<file path="config.mk">
export PLATFORM = sky130hd
export DESIGN_NAME = axi4_wr_burst_to_ram
export DESIGN_NICKNAME = d
export VERILOG_FILES = /design/src/rtl/axi4_wr_burst_to_ram.sv
export SDC_FILE = /design/constraint.sdc
export NUM_CORES = 1
export LEC_CHECK = 0
export ABC_CLOCK_PERIOD_IN_PS = 3650
export CAP_MARGIN = 20
export CELL_PAD_IN_SITES_DETAIL_PLACEMENT = 1
export CELL_PAD_IN_SITES_GLOBAL_PLACEMENT = 2
export CORE_UTILIZATION = 24
export CTS_CLUSTER_SIZE = 10
export DETAILED_ROUTE_END_ITERATION = 10
export PLACE_DENSITY = 0.85
export REMOVE_ABC_BUFFERS = 1
export SYNTH_ARGS = -nofsm -noshare
export SYNTH_HDL_FRONTEND = slang
export SYNTH_SLANG_ARGS = --single-unit
</file>
<file path="constraint.sdc">
create_clock -name axi_aclk -period 3.65 [get_ports axi_aclk]
set_input_delay 0.9125 -clock axi_aclk [delete_from_list [all_inputs] [get_ports axi_aclk]]
set_output_delay 0.9125 -clock axi_aclk [all_outputs]
set_load 0.05 [all_outputs]
</file>
<file path="src/rtl/axi4_wr_burst_to_ram.sv">
// AXI4 write-only slave that turns one write burst at a time into direct writes
// on the write port of a dual-port RAM, then returns a single B response.
module axi4_wr_burst_to_ram #(
  parameter int unsigned ASIZE  = 32,
  parameter int unsigned DSIZE  = 32,
  parameter int unsigned IDSIZE = 4,
  parameter int unsigned RSIZE  = ASIZE - $clog2(DSIZE / 8)
) (
  input  logic                 axi_aclk,
  input  logic                 axi_aresetn,
  // AW channel
  input  logic [IDSIZE-1:0]    s_awid,
  input  logic [ASIZE-1:0]     s_awaddr,
  input  logic [7:0]           s_awlen,
  input  logic [2:0]           s_awsize,
  input  logic [1:0]           s_awburst,
  input  logic                 s_awvalid,
  output logic                 s_awready,
  // W channel
  input  logic [DSIZE-1:0]     s_wdata,
  input  logic [DSIZE/8-1:0]   s_wstrb,
  input  logic                 s_wlast,
  input  logic                 s_wvalid,
  output logic                 s_wready,
  // B channel
  output logic [IDSIZE-1:0]    s_bid,
  output logic [1:0]           s_bresp,
  output logic                 s_bvalid,
  input  logic                 s_bready,
  // RAM write port
  output logic                 ram_en,
  output logic [DSIZE/8-1:0]   ram_we,
  output logic [RSIZE-1:0]     ram_addr,
  output logic [DSIZE-1:0]     ram_din
);

  localparam int unsigned    LOG2B    = $clog2(DSIZE / 8);
  localparam logic [2:0]     MaxSize  = 3'(LOG2B);
  localparam logic [ASIZE-1:0] AddrOne = {{(ASIZE-1){1'b0}}, 1'b1};

  localparam logic [1:0] BurstFixed = 2'b00;
  localparam logic [1:0] BurstIncr  = 2'b01;
  localparam logic [1:0] BurstWrap  = 2'b10;

  localparam logic [1:0] RespOkay   = 2'b00;
  localparam logic [1:0] RespSlvErr = 2'b10;

  typedef enum logic [1:0] {StIdle, StData, StResp} state_e;

  state_e            state_q, state_d;
  logic [IDSIZE-1:0] id_q;
  logic [ASIZE-1:0]  cur_addr_q;
  logic [7:0]        len_q;
  logic [2:0]        size_q;
  logic [1:0]        burst_q;
  logic [7:0]        beat_cnt_q;
  logic              burst_err_q;
  logic              last_err_q;

  logic              aw_hs;
  logic              beat;
  logic              beat_is_final;
  logic              last_mismatch;
  logic              aw_burst_err;
  logic              wrap_len_ok;
  logic [ASIZE-1:0]  addr_incr;
  logic [ASIZE-1:0]  addr_sum;
  logic [ASIZE-1:0]  wrap_bytes;
  logic [ASIZE-1:0]  wrap_mask;
  logic [ASIZE-1:0]  addr_next;

  // FSM next-state and handshake outputs
  always_comb begin
    state_d   = state_q;
    s_awready = 1'b0;
    s_wready  = 1'b0;
    s_bvalid  = 1'b0;
    aw_hs     = 1'b0;
    beat      = 1'b0;
    unique case (state_q)
      StIdle: begin
        s_awready = 1'b1;
        aw_hs     = s_awvalid;
        if (s_awvalid) begin
          state_d = StData;
        end
      end
      StData: begin
        s_wready = 1'b1;
        beat     = s_wvalid;
        if (s_wvalid && beat_is_final) begin
          state_d = StResp;
        end
      end
      StResp: begin
        s_bvalid = 1'b1;
        if (s_bready) begin
          state_d = StIdle;
        end
      end
      default: state_d = StIdle;
    endcase
  end

  // The burst ends on whichever comes first: the counted last beat or WLAST.
  assign beat_is_final = (beat_cnt_q == len_q) || s_wlast;
  assign last_mismatch = s_wlast ^ (beat_cnt_q == len_q);

  // Burst legality is decided once, from the AW payload.
  always_comb begin
    wrap_len_ok  = (s_awlen == 8'd1) || (s_awlen == 8'd3) ||
                   (s_awlen == 8'd7) || (s_awlen == 8'd15);
    aw_burst_err = (s_awburst == 2'b11) ||
                   ((s_awburst == BurstWrap) && !wrap_len_ok) ||
                   (s_awsize > MaxSize);
  end

  // Next beat address
  always_comb begin
    addr_incr  = AddrOne << size_q;
    addr_sum   = cur_addr_q + addr_incr;
    wrap_bytes = ({{(ASIZE-8){1'b0}}, len_q} + AddrOne) << size_q;
    wrap_mask  = wrap_bytes - AddrOne;
    addr_next  = cur_addr_q;
    unique case (burst_q)
      BurstFixed: addr_next = cur_addr_q;
      BurstIncr:  addr_next = addr_sum;
      BurstWrap:  addr_next = (cur_addr_q & ~wrap_mask) | (addr_sum & wrap_mask);
      default:    addr_next = cur_addr_q;
    endcase
  end

  // RAM port is driven straight from the W beat so the write lands on the handshake edge.
  always_comb begin
    ram_en   = beat;
    ram_we   = (beat && !burst_err_q) ? s_wstrb : '0;
    ram_addr = cur_addr_q[ASIZE-1:LOG2B];
    ram_din  = s_wdata;
  end

  assign s_bid   = id_q;
  assign s_bresp = (burst_err_q || last_err_q) ? RespSlvErr : RespOkay;

  always_ff @(posedge axi_aclk) begin
    if (!axi_aresetn) begin
      state_q     <= StIdle;
      id_q        <= '0;
      cur_addr_q  <= '0;
      len_q       <= '0;
      size_q      <= '0;
      burst_q     <= '0;
      beat_cnt_q  <= '0;
      burst_err_q <= 1'b0;
      last_err_q  <= 1'b0;
    end else begin
      state_q <= state_d;
      if (aw_hs) begin
        id_q        <= s_awid;
        cur_addr_q  <= s_awaddr;
        len_q       <= s_awlen;
        size_q      <= s_awsize;
        burst_q     <= s_awburst;
        beat_cnt_q  <= '0;
        burst_err_q <= aw_burst_err;
        last_err_q  <= 1'b0;
      end
      if (beat) begin
        beat_cnt_q <= beat_cnt_q + 8'd1;
        cur_addr_q <= addr_next;
        if (last_mismatch) begin
          last_err_q <= 1'b1;
        end
      end
    end
  end

  // Only one channel may be open at a time.
  a_one_channel: assert property (@(posedge axi_aclk)
    $onehot0({s_awready, s_wready, s_bvalid}));
  a_ram_only_in_data: assert property (@(posedge axi_aclk)
    ram_en |-> s_wready);

endmodule

</file>
==> metrics.md <==
| Metric | Value |
|---|---|
| Number of core rows | `56` |
| Number of distinct library cells after synthesis | `87` |
| Initial antenna violation count | `0` |
| CTS buffer count | `9` |
| Peak VDD IR | `0.165 mV` |
| Die width | `157 um` |
| Post-synthesis sequential area ratio | `0.212` |
| Die Area | `24600 um2` |
| Drt drc | `0` |
| Yosys reg bits | `61` |
| RSZ-0062 raised after global routing | `false` |
| Startpoint type of the worst setup path | `flop` |
| Worst setup EP type | `flop` |
| Placeable Area | `23500 um2` |
| Endpoints failing hold | `0` |
| Post-DP HPWL | `16300 um` |
| Final Setup Violations | `0` |
| Worst EP required | `3880 ps` |
| Clk_skew | `8.28 ps` |
| Non-filler instance count after layout | `1150` |
| Routed WL | `21800 um` |
| Io pins | `167` |
| Layout cells sized above 1 | `0.116` |
| Primary FF master, synth | `dfxtp_1` |
| Iteration-0 DRC count of the detailed router | `353` |
| Wirelength per Cell | `18.9 um` |
| Total track usage | `0.179` |
| GP Congestion | `0.852` |
| Worst-Margin Slew | `678 ps` |
| Crit path max fanout | `9` |
| Syn Std Cell Area | `5760 um2` |
| Vias after detailed routing | `6007` |
| IO Port Bufs | `101` |
| Clk root buf | `clkbuf_16` |
| Grt total ovfl | `0` |
| # clock sinks | `61` |
| Synth top area share | `0.212` |
| Largest net degree at the start of global routing | `52` |
| Placed Instances | `1133` |
| Min Clock Period, post-route | `3460 ps` |
| Nets | `931` |
| Clock transition at the registers of the reported paths | `60 ps` |
| Hold bufs inserted after CTS | `0` |
| Vias in the first global route | `5956` |
| Synth-to-Final Area Change | `22.1%` |
| Synth warn | `0` |
| Slew headroom | `0.536` |
| Die height | `157 um` |
| Status | `finished, final reports clean` |
| Area leader, netlist | `dfxtp_1` |
| Final hold slack | `457 ps` |
| Ranking of synthesized cells by area | `dfxtp_1, buf_4, nand2_1, a21oi_1, nor2_1` |
| WP data arrival | `3690 ps` |
| Setup TNS | `0 ps` |
| Max-Cap Viols | `0` |
| Syn Area/Cell | `7.37 um2` |
| Final period util | `0.948` |
| Ant. Diodes | `0` |
| Later-pin clock latency in the skew report | `350 ps` |
| Post-Syn Instances | `782` |
| First-pass GRT wire length | `34000 um` |
| P_leak | `2.56 nW` |
| Final instance area | `7030 um2` |
| Async SR Flop Fraction | `0` |
| DR pass1 iterations | `4` |
| Initial Util | `0.245` |
| H-tree levels | `3` |
| Hold WC Path Type | `reg2reg` |
| Vias per cell | `5.22` |
| Clock Tree Buf Depth | `2` |
| Power, Total | `2.56 mW` |
| Max Clk Rate | `289 MHz` |
| Post-synth EDFFs | `0` |
| Routed Antenna Nets | `0` |
| Slew Viols, Final | `0` |
| Kind of critical path | `reg2reg` |
| Placed Area | `6720 um2` |
| PD cells | `364 nW/um2` |
| TritonCTS clock tree | `built` |
-- report_power, final --
part	total, mW	switching [mW]	internal [mW]
logic	0.875	0.535	0.340
clock network	0.891	0.345	0.546
registers	0.797	0.0782	0.719
total	2.56	0.958	1.60
-- critical path, cell delays in order (launching register included) --
cell and delay (ps):
dfxtp_1 510, buf_4 230, mux2_2 330, o22ai_1 160
nor3_1 90, or2_1 280, o31ai_4 330, nand3_4 100
nor4_1 370, ha_1 310, o21ai_0 190, a21oi_1 110
a211oi_1 250, a211oi_1 70
-- path summary, 6_finish.rpt --
path,startpoint,slack (ps),depth (start not counted),to
hold / removal,s_bid[1],460,2,s_bid[1]
hold reg to reg,s_bid[1],460,2,s_bid[1]
setup / recovery,size_q[1],190,13,flop
setup reg to reg,size_q[1],190,13,flop
-- cell usage after synthesis, drive strengths merged, types with 5 or more instances --
master,number
nor3,24
o22ai,7
a31oi,12
ha,13
and3,12
nand3,30
o21ai,28
xnor2,18
buf,78
xor2,12
a21oi,71
dfxtp,61
nor2,54
a22oi,14
inv,19
mux2i,6
nand2b,8
clkbuf,34
a21o,6
nand4,16
or2,5
a311oi,5
nand2,100
or3,7
nor4,11
a211oi,20
nor2b,7
o211ai,14
o31ai,14
nor3b,5
-- per-stage QoR --
step,setup slack (ps),util
2_1_floorplan,-825,-
3_3_place_gp,115,0.286
3_5_place_dp,61.1,0.286
4_1_cts,10.9,0.298
5_1_grt,12.8,0.299
6_report,188,0.299
-- routing by layer --
metal | GRT usage | share of wire | up-vias
met1 | 0.247 | 0.49 | 2903
met2 | 0.274 | 0.43 | 186
li1 | - | - | 2899
met5 | 0.0124 | 0 | -
met3 | 0.0471 | 0.059 | 19
met4 | 0.0420 | 0.012 | 0
-- layout by cell type (no fill, tap or decap), types with 4 or more instances in the layout --
master	Yosys	routed
a211oi_1	20	20
a21o_1	6	6
a21oi_1	70	70
a22oi_1	14	14
a311oi_1	5	5
a31oi_1	12	12
and3_1	9	9
buf_4	64	47
clkbuf_16	0	9
clkdlybuf4s50_1	0	96
dfxtp_1	61	59
ha_1	13	12
inv_1	19	19
mux2i_1	6	6
nand2_1	99	98
nand2b_1	8	8
nand3_1	26	26
nand4_1	14	14
nor2_1	54	54
nor2b_1	7	7
nor3_1	24	24
nor3b_1	5	5
nor4_1	11	11
o211ai_1	14	14
o21a_1	4	4
o21ai_0	22	21
o21ai_1	6	7
o22ai_1	7	7
o311ai_0	4	4
o31ai_1	11	11
or2_2	4	4
or3_1	6	6
xnor2_1	17	17
xor2_1	11	11
-- area by class of cell --
type	instances	area (um2)
clock inverter	4	47.5
clock buffer	12	246
sequential	61	1220
inverter	22	82.6
multi-input combinational	587	3680
tap	319	399
fill	2904	16500
timing repair buffer	145	1350
-- kinds of logic after synthesis --
kind of cell	after synthesis	synth area share
and+or+nand+nor	296	0.261
AOI/OAI and AO/OA	238	0.282
buffers and inverters	134	0.151
DFF	61	0.212
xor gates and xnor gates	30	0.0482
adders and majority gates	14	0.0317
muxes	8	0.0143
other	1	0.000651
-- timing repair --
action | 4_1_cts | 5_1_grt
endpoints found under the setup margin | 0 | 7
resized for setup | 0 | 5
buffers inserted | 0 | 1
Note: power is estimated with default switching activity, not from simulation.
